File: src/rtl/rec_hold_ctrl_pkg.sv
// Shared definitions for the record-start prompt screen: screen/state encoding
// and OLED geometry used by both the control path and the pixel renderers.
package rec_hold_ctrl_pkg;

  typedef enum logic [1:0] {
    PROMPT    = 2'd0,
    HOLDING   = 2'd1,
    RECORDING = 2'd2
  } screen_t;

  localparam int unsigned OLED_WIDTH   = 96;
  localparam logic [6:0]  PROGRESS_MAX = 7'(OLED_WIDTH - 1);

  // Counter width for a count that runs 0..limit-1 (never narrower than 1 bit).
  function automatic int unsigned cnt_width(input int unsigned limit);
    return (limit > 1) ? $clog2(limit) : 1;
  endfunction

endpackage

File: src/rtl/btn_debounce.sv
// Pushbutton conditioner: 2-FF synchroniser, stability-count debouncer and
// one-cycle press/release events aligned with the debounced level change.
module btn_debounce
  import rec_hold_ctrl_pkg::*;
#(
  parameter int unsigned DEB_CYCLES = 62500
) (
  input  logic i_clk,
  input  logic i_rst,
  input  logic i_btn,
  output logic o_level,
  output logic o_press,
  output logic o_rel
);

  localparam int unsigned    CW       = cnt_width(DEB_CYCLES);
  localparam logic [CW-1:0]  CNT_LAST = CW'(DEB_CYCLES - 1);

  logic [1:0]    r_sync;
  logic [CW-1:0] r_cnt;
  logic          r_level;
  logic          r_press;
  logic          r_rel;
  logic          w_differ;

  assign w_differ = r_sync[1] ^ r_level;

  always_ff @(posedge i_clk or posedge i_rst) begin
    if (i_rst) begin
      r_sync  <= '0;
      r_cnt   <= '0;
      r_level <= 1'b0;
      r_press <= 1'b0;
      r_rel   <= 1'b0;
    end else begin
      r_sync  <= {r_sync[0], i_btn};
      r_press <= 1'b0;
      r_rel   <= 1'b0;
      if (!w_differ) begin
        r_cnt <= '0;
      end else if (r_cnt == CNT_LAST) begin
        r_cnt   <= '0;
        r_level <= ~r_level;
        r_press <= ~r_level;
        r_rel   <= r_level;
      end else begin
        r_cnt <= r_cnt + CW'(1);
      end
    end
  end

  assign o_level = r_level;
  assign o_press = r_press;
  assign o_rel   = r_rel;

endmodule

File: src/rtl/rec_hold_ctrl.sv
// Record-start prompt control: press-and-hold arming, progress bar width,
// recording window with auto-timeout, and record start/stop pulses.
module rec_hold_ctrl
  import rec_hold_ctrl_pkg::*;
#(
  parameter int unsigned DEB_CYCLES     = 62500,
  parameter int unsigned HOLD_CYCLES    = 6250000,
  parameter int unsigned MAX_REC_CYCLES = 31250000
) (
  input  logic       clk,
  input  logic       reset,
  input  logic       enable,
  input  logic       btn_c,
  output logic [1:0] screen_sel,
  output logic [6:0] hold_progress,
  output logic       rec_active,
  output logic       rec_start,
  output logic       rec_stop
);

  localparam int unsigned STEP = HOLD_CYCLES / OLED_WIDTH;
  localparam int unsigned HW   = cnt_width(HOLD_CYCLES);
  localparam int unsigned SW   = cnt_width(STEP);
  localparam int unsigned RW   = cnt_width(MAX_REC_CYCLES);

  localparam logic [HW-1:0] HOLD_LAST  = HW'(HOLD_CYCLES - 1);
  localparam logic [SW-1:0] STEP_LAST  = SW'(STEP - 1);
  localparam logic [RW-1:0] REC_LAST   = RW'(MAX_REC_CYCLES - 1);
  localparam logic [SW-1:0] STEP_ENTRY = SW'((STEP > 1) ? 1 : 0);
  localparam logic [6:0]    PROG_ENTRY = 7'((STEP == 1) ? 1 : 0);

  logic w_level;
  logic w_press;
  logic w_rel;

  screen_t       r_state;
  logic [HW-1:0] r_hold_cnt;
  logic [SW-1:0] r_step_cnt;
  logic [RW-1:0] r_rec_cnt;
  logic [6:0]    r_progress;
  logic          r_wait_rel;
  logic          r_rec_active;
  logic          r_rec_start;
  logic          r_rec_stop;

  btn_debounce #(
    .DEB_CYCLES (DEB_CYCLES)
  ) u_btn_debounce (
    .i_clk   (clk),
    .i_rst   (reset),
    .i_btn   (btn_c),
    .o_level (w_level),
    .o_press (w_press),
    .o_rel   (w_rel)
  );

  always_ff @(posedge clk or posedge reset) begin
    if (reset) begin
      r_state      <= PROMPT;
      r_hold_cnt   <= '0;
      r_step_cnt   <= '0;
      r_rec_cnt    <= '0;
      r_progress   <= '0;
      r_wait_rel   <= 1'b0;
      r_rec_active <= 1'b0;
      r_rec_start  <= 1'b0;
      r_rec_stop   <= 1'b0;
    end else begin
      r_rec_start <= 1'b0;
      r_rec_stop  <= 1'b0;
      unique case (r_state)
        PROMPT: begin
          r_hold_cnt <= '0;
          r_step_cnt <= '0;
          r_progress <= '0;
          // The press_evt cycle is the first held cycle, so HOLDING starts at count 1.
          if (enable && w_press) begin
            r_state    <= HOLDING;
            r_hold_cnt <= HW'(1);
            r_step_cnt <= STEP_ENTRY;
            r_progress <= PROG_ENTRY;
          end
        end
        HOLDING: begin
          if (!enable || !w_level) begin
            r_state    <= PROMPT;
            r_hold_cnt <= '0;
            r_step_cnt <= '0;
            r_progress <= '0;
          end else if (r_hold_cnt == HOLD_LAST) begin
            r_state      <= RECORDING;
            r_rec_start  <= 1'b1;
            r_rec_active <= 1'b1;
            r_wait_rel   <= 1'b1;
            r_progress   <= PROGRESS_MAX;
            r_hold_cnt   <= '0;
            r_step_cnt   <= '0;
            r_rec_cnt    <= '0;
          end else begin
            r_hold_cnt <= r_hold_cnt + HW'(1);
            if (r_step_cnt == STEP_LAST) begin
              r_step_cnt <= '0;
              if (r_progress != PROGRESS_MAX) begin
                r_progress <= r_progress + 7'd1;
              end
            end else begin
              r_step_cnt <= r_step_cnt + SW'(1);
            end
          end
        end
        RECORDING: begin
          // All stop causes merge into one exit, so coincident causes give a single pulse.
          if (!enable || (r_rec_cnt == REC_LAST) || (w_press && !r_wait_rel)) begin
            r_state      <= PROMPT;
            r_rec_stop   <= 1'b1;
            r_rec_active <= 1'b0;
            r_rec_cnt    <= '0;
            r_wait_rel   <= 1'b0;
            r_progress   <= '0;
          end else begin
            r_rec_cnt <= r_rec_cnt + RW'(1);
            if (w_rel) begin
              r_wait_rel <= 1'b0;
            end
          end
        end
        default: r_state <= PROMPT;
      endcase
    end
  end

  assign screen_sel    = r_state;
  assign hold_progress = r_progress;
  assign rec_active    = r_rec_active;
  assign rec_start     = r_rec_start;
  assign rec_stop      = r_rec_stop;

endmodule

File: config.mk
export PLATFORM = sky130hd
export DESIGN_NAME = rec_hold_ctrl
export DESIGN_NICKNAME = d
export VERILOG_FILES = /design/src/rtl/rec_hold_ctrl_pkg.sv /design/src/rtl/btn_debounce.sv /design/src/rtl/rec_hold_ctrl.sv
export SDC_FILE = /design/constraint.sdc
export NUM_CORES = 1
export LEC_CHECK = 0
export BUFFER_PORTS_ARGS = -buffer_cell sky130_fd_sc_hd__buf_4
export CAP_MARGIN = 10
export CORE_MARGIN = 2
export CORE_UTILIZATION = 57
export CTS_BUF_LIST = sky130_fd_sc_hd__clkbuf_4
export CTS_CLUSTER_DIAMETER = 200
export DETAILED_ROUTE_END_ITERATION = 12
export PLACE_DENSITY = 0.74
export SLEW_MARGIN = 0
export SYNTH_ARGS = -nofsm -noshare
export SYNTH_HDL_FRONTEND = slang
export SYNTH_HIERARCHICAL = 1
export SYNTH_SLANG_ARGS = --single-unit
File: constraint.sdc
create_clock -name clk -period 2.6 [get_ports clk]
set_input_delay 0.13 -clock clk [delete_from_list [all_inputs] [get_ports clk]]
set_output_delay 0.13 -clock clk [all_outputs]
set_load 0.01 [all_outputs]
==> impl_metrics.yaml, run 1 <==
sta:
  fin_crit_sh_pct: 95.23
  tightest_slew_ns: 0.7900
  slew_violations: 0
  clock_skew_ns: 0.02155
  maxSlewHeadroom_pct: 47.28
  hold_viol: 0
  fmaxAchievable_ghz: 0.4039
  setup_viol: 0
  post-route-min-period_ns: 2.476
  finalSetupTns_ns: 0
  rsz0062_at_grt: "yes"
clock_tree:
  cts-root-buf: "clkbuf_4"
  cts_buffers: 9
  cts_tree: "done"
  htree_levels: 3
  cts_setup_buffers: 0
  clk_latency_ns: 0.46
  cts_buffer_depth: 2
  cts_sinks: 98
  clkTransAtPathRegs_ns: 0.16
placement:
  place_inst: 645
  gp_congestion: 0.8291
  placed_area_um2: 5288
  dp_hpwl_um: 6976
  io_buffers: 15
pwr:
  switching_share_pct: 24.26
  p_clk_share_pct: 35.1
  p_per_area_nw_per_um2: 447.6
  finalPower_uw: 2451
  power_frac_comb_pct: 2.2
  peakVddDrop_v: 0.0002450
  p_switching_uw: 594.4
  pwr-share-seq_pct: 62.7
  intPower_uw: 1856
  leakagePower_uw: 0.002373
synthesis:
  synthTopCellsByArea: "dfrtp_1 (49%), nor2_1 (5.7%), xnor2_1 (5.5%)"
  synth_area_per_cell_um2: 9.599
  synth_edf_count: 0
  yosysUniqueCellTypes: 55
  syn_area_um2: 4972
  ys_ff_latch: 98
  syn_nets: 527
  synth_ff_type: "dfrtp_1"
  synth_top_cell_by_area: "dfrtp_1"
  synth_warnings: 6
  syn_inst: 518
  synth_top_cell_area_share_pct: 49.32
  ys_async_sr_fraction_pct: 100.0
  synth-seq-area-share_pct: 49.32
final_layout:
  final_common_cell: "dfrtp_1"
  diodes: 0
  fillCellCount: 726
  layout_common_cells: "dfrtp_1 (98), nor2_1 (76), nand2_1 (45)"
  fin_util_pct: 63.72
  area_delta_synth_final_pct: 10.12
  layout.nets: 559
  drive_above_1_share_pct: 12.61
  final_cells: 663
  design_area_um2: 5475
floorplan:
  start_util_pct: 57.86
  ios: 16
  dieArea_um2: 9487
  placeableCoreArea_um2: 8593
  die_h_um: 97.40
  die_w_um: 97.40
  row_count: 34
route:
  vias: 3908
  route.detailed.drc: 0
  drt_iter0_drc: 135
  ant_nets: 0
  via_per_inst: 5.894
  firstDrtPassIters: 5
  drt_wl_total_um: 9908
  wl_per_cell_um: 14.94
status:
  status: "finished clean"
global_routing:
  grt_usage_pct: 21.69
  grt_pass1_wl_um: 17110
  grt_pass1_vias: 3723
  gr-total-overflow: 0
  grt_max_degree: 34
  antenna_found_initial: 0
critical_path:
  path_max_fanout: 16
  worstSetupPathType: "reg -> reg"
  endpoint_kind: "flip-flop"
  required_ns: 2.96
  arrival_ns: 2.84
  start_kind: "flip-flop"
flow_run:
  maxCapViolations: 0
min_path:
  min_path_type: "in -> reg"
==> power by group through the flow <==
stage / combinational [µW] / sequential [µW] / clock [µW]
floorplan: 35.8 / 1560 / 0
global placement: 54.6 / 1560 / 0
detailed placement: 55.0 / 1560 / 0
CTS: 57.9 / 1540 / 883
global route: 66.1 / 1540 / 938
finish: 55.0 / 1540 / 860
==> synth_stat cells, types with 2 or more instances <==
cell type  number
xnor2_1        31
nand4b_1        3
ha_1            5
dfrtp_1        98
o21ai_0        29
nor3b_1         2
o211ai_1        2
a22oi_1         2
nor2_2          3
nor4_1         10
clkbuf_1        6
o31ai_1         4
nand2_1        45
and4_1          2
or4bb_1         2
mux2_2          3
or4_4           2
and2_1          2
nand4_1        21
inv_1          13
nor4_2          2
or3_1           5
xor2_1         28
a22o_1          5
nand2b_1        3
a21o_1          2
nor3_1         13
nor2_1         76
buf_6           2
a31oi_1         3
a21oi_1        12
nand3_1        34
and3_1         16
buf_2           4
nor4b_1         4
nor2b_1         5
==> timing repair <==
item | in CTS | in global routing
hold endpoints to repair | 53 | 0
gates resized for setup | 0 | 3
hold buffers | 2 | 0
endpoints found under the setup margin | 0 | 4
==> final timing paths <==
| check | startpoint | slack, ns | endpoint | depth (start not counted) |
|---|---|---|---|---|
| max in group asynchronous | reset | 1.57 | r_hold_cnt[11]$_DFFE_PP0P_ | 4 |
| hold reg to reg | u_btn_debounce/r_sync[0]$_DFF_PP0_ | 0.37 | u_btn_debounce/r_sync[1]$_DFF_PP0_ | 0 |
| min in group asynchronous | reset | 0.35 | rec_active$_DFFE_PP0P_ | 3 |
| hold / removal | enable | 0.08 | screen_sel[0]$_DFFE_PP0P_ | 4 |
| setup reg to reg | r_hold_cnt[0]$_DFFE_PP0P_ | 0.12 | r_rec_cnt[14]$_DFFE_PP0P_ | 7 |
| setup / recovery | r_hold_cnt[0]$_DFFE_PP0P_ | 0.12 | r_rec_cnt[14]$_DFFE_PP0P_ | 7 |
==> metrics by stage <==
| stage | hold slack (ns) | worst slack, ns |
|---|---|---|
| after CTS | 0.06763 | 0.1260 |
| after floorplan | 0.1065 | 0.3719 |
| after global routing | 0.07666 | -0.02171 |
| after global placement | 0.2398 | 0.2339 |
| final | 0.07715 | 0.1240 |
| after detailed placement | 0.2406 | 0.1617 |
==> registers in the layout, summed over array words and instances, names as in the netlist <==
name / flops
r_rec_cnt: 25
hold_progress: 7
u_btn_debounce/r_cnt: 16
r_hold_cnt: 23
r_step_cnt: 16
screen_sel: 2
u_btn_debounce/o_level: 1
u_btn_debounce/o_rel: 1
r_wait_rel: 1
rec_start: 1
rec_stop: 1
rec_active: 1
u_btn_debounce/o_press: 1
u_btn_debounce/r_sync: 2
==> layer usage <==
layer / up-vias / GRT usage, % / wire length, µm
li1: 1887 / - / -
met1: 1942 / 30.00 / 4648
met2: 66 / 34.91 / 4841
met3: 13 / 3.525 / 294
met4: 0 / 7.585 / 124
met5: - / 0 / 0
==> worst max-delay path, cell delays in order (launching register included) <==
cell     delay (ns)
dfrtp_1        0.43
ha_1           0.23
nand4_1        0.18
or4_4          0.58
o31a_4         0.39
nor4_1         0.35
xnor2_1        0.16
nor2_1         0.05
==> final cells by class <==
class                           count  area (µm²)  area share (%)
Clock buffer                        9       67.56           1.234
Clock inverter                      7       81.33           1.485
Inverter                           13       48.80          0.8912
Multi-Input combinational cell    395        2425           44.29
Sequential cell                    98        2452           44.79
Tap cell                          108       135.1           2.468
Timing Repair Buffer               33       265.3           4.845
==> logic make-up (layout without fill, tap and decap cells) <==
family | count (synthesis) | after routing | synth area share (%)
AOI/OAI and AO/OA | 65 | 65 | 8.027
buffers and inverters | 25 | 62 | 2.290
adders and majority gates | 5 | 5 | 1.258
and+or+nand+nor | 262 | 262 | 27.73
DFF | 98 | 98 | 49.32
muxes | 4 | 4 | 0.9812
xor gates and xnor gates | 59 | 59 | 10.39
(Power assumes the default switching activity.)
==> run 2, diff against run 1 <==
Settings changed: CELL_PAD_IN_SITES_DETAIL_PLACEMENT set to 2, CELL_PAD_IN_SITES_GLOBAL_PLACEMENT set to 2, CORE_UTILIZATION 57 to 42, PLACE_DENSITY 0.74 to not set, PLACE_DENSITY_LB_ADDON set to 0.1.
==> run 2 against run 1 <==
Cell count grew 5.4%. Via count grew 1.9%. Fmax grew 0.73%. Largest cell class unchanged. Largest power group unchanged.
==> impl_metrics.yaml, run 2 (synthesis results as in run 1) <==
critical_path:
  arrival_ns: 2.84
  cp_top_family: "simple AND/OR/NAND/NOR gates"
  endpoint_kind: "flip-flop"
  crit_path_max_incr_delay_ns: 0.59
  required_ns: 2.98
  worstSetupPathType: "reg -> reg"
  cpMaxStageDelayCell: "or4_4"
  path_max_fanout: 16
  start_kind: "flip-flop"
  crit_buf_inv: 0
  crit_chain: "ha_2 > nand4_1 > or4_4 > o31a_4 > nor4_2 > xnor2_1 > nor2_1"
global_routing:
  antenna_found_initial: 0
  grt_pass1_wl_um: 22620
  gr-total-overflow: 0
  grt_max_degree: 70
  grt_usage_pct: 22.01
  grt_pass1_vias: 4338
placement:
  place_inst: 681
  io_buffers: 15
  placed_area_um2: 5353
  gp_congestion: 0.7818
  dp_hpwl_um: 9339
  dp_slack_ns: 0.1108
min_path:
  min_path_type: "in -> reg"
final_layout:
  drive_above_1_share_pct: 13.13
  final_cells: 699
  layout.nets: 560
  diodes: 0
  layout_common_cells: "dfrtp_1 (98), nor2_1 (76), nand2_1 (45)"
  largest_reg_flops: 25
  design_area_um2: 5518
  reg_top3: "r_rec_cnt (25), r_hold_cnt (23)"
  final_common_cell: "dfrtp_1"
  area_delta_synth_final_pct: 10.97
  largest-register: "r_rec_cnt"
route:
  firstDrtPassIters: 4
  ant_nets: 0
  drt_iter0_drc: 157
  route.detailed.drc: 0
  via_per_inst: 5.697
  drt_wl_total_um: 13080
  vias: 3982
  wl_per_cell_um: 18.72
sta:
  setup_slack_ns: 0.1420
  maxSlewHeadroom_pct: 44.80
  holdWs_ns: 0.06498
  slew_violations: 0
  clock_skew_ns: 0.01735
  setup_viol: 0
  tightest_slew_ns: 0.8271
  fmaxAchievable_ghz: 0.4068
  rsz0062_at_grt: "no"
  hold_viol: 0
  finalSetupTns_ns: 0
  post-route-min-period_ns: 2.458
  fin_crit_sh_pct: 94.54
clock_tree:
  cts_tree: "done"
  cts_buffer_depth: 2
  cts_buffers: 9
  clk_latency_ns: 0.48
  htree_levels: 3
  cts-root-buf: "clkbuf_4"
  cts_sinks: 98
  clkTransAtPathRegs_ns: 0.15
pwr:
  peakVddDrop_v: 0.0002384
  intPower_uw: 1728
  p_clk_share_pct: 30.9
  pwr-share-seq_pct: 66.6
  power_frac_comb_pct: 2.4
  p_switching_uw: 577.0
  switching_share_pct: 25.03
  p_per_area_nw_per_um2: 417.7
  leakagePower_uw: 0.002349
floorplan:
  placeableCoreArea_um2: 11470
  die_w_um: 112.8
  row_count: 39
  start_util_pct: 43.36
  die_h_um: 112.8
  dieArea_um2: 12730
  ios: 16
status:
  status: "finished clean"
flow_run:
  maxCapViolations: 0
==> run 2: cell count changes in the layout (fill, tap and decap cells not counted), sizes merged <==
cell      delta
clkinvlp     +2
inv          -5
clkinv       +4
bufinv       -1
buf          +1
==> run 2: worst paths after layout <==
check                      depth (start not counted)  slack, ns                               start                            endpoint
setup / recovery                                   7       0.14           r_hold_cnt[0]$_DFFE_PP0P_           r_rec_cnt[14]$_DFFE_PP0P_
hold / removal                                     4       0.06                              enable           screen_sel[0]$_DFFE_PP0P_
setup reg to reg                                   7       0.14           r_hold_cnt[0]$_DFFE_PP0P_           r_rec_cnt[14]$_DFFE_PP0P_
hold reg to reg                                    0       0.38  u_btn_debounce/r_sync[0]$_DFF_PP0_  u_btn_debounce/r_sync[1]$_DFF_PP0_
max in group asynchronous                          3       1.71                               reset  u_btn_debounce/r_sync[1]$_DFF_PP0_
min in group asynchronous                          3       0.08                               reset           r_step_cnt[7]$_DFFE_PP0P_
==> run 2: cell type report <==
class	count	area (µm²)
Sequential cell	98	2452
Inverter	13	50.05
Clock inverter	7	36.28
Timing Repair Buffer	34	285.3
Multi-Input combinational cell	395	2447
Tap cell	143	178.9
Fill cell	1242	5949
Clock buffer	9	67.56
==> run 2: power groups by stage <==
stage	clock network (µW)	logic, µW	registers [µW]
after floorplan	0	35.8	1560
after global placement	0	55.4	1560
after detailed placement	0	57.0	1560
after CTS	746	59.3	1540
after global routing	802	64.7	1540
final	713	56.0	1540
==> run 2: worst reg2reg max path: stages (launching register included) <==
cell and delay [ns]:
dfrtp_1 0.42, ha_2 0.23, nand4_1 0.16, or4_4 0.59, o31a_4 0.40, nor4_2 0.33
xnor2_1 0.17, nor2_1 0.07
==> run 2: through the flow <==
stage	power (µW)	util [%]
4_1_cts	2341	47.76
5_1_grt	2404	48.12
6_report	2305	48.12
3_5_place_dp	1621	46.68
2_1_floorplan	1598	-
3_3_place_gp	1619	46.68
==> run 2: timing repair <==
| item | 4_1_cts | 5_1_grt |
|---|---|---|
| setup buffers | 0 | 0 |
| hold endpoints to repair | 99 | 0 |
| gates resized for setup | 0 | 8 |
| setup endpoints to repair | 0 | 27 |
| hold buffers | 2 | 0 |
==> run 2: metal layers <==
| layer | part of all wire [%] | vias to the layer above | GRT usage (%) |
|---|---|---|---|
| met3 | 1.3 | 13 | 2.732 |
| met5 | 0 | - | 0 |
| met4 | 1.4 | 0 | 7.073 |
| li1 | - | 1883 | - |
| met2 | 51 | 19 | 37.33 |
| met1 | 46 | 2067 | 29.50 |
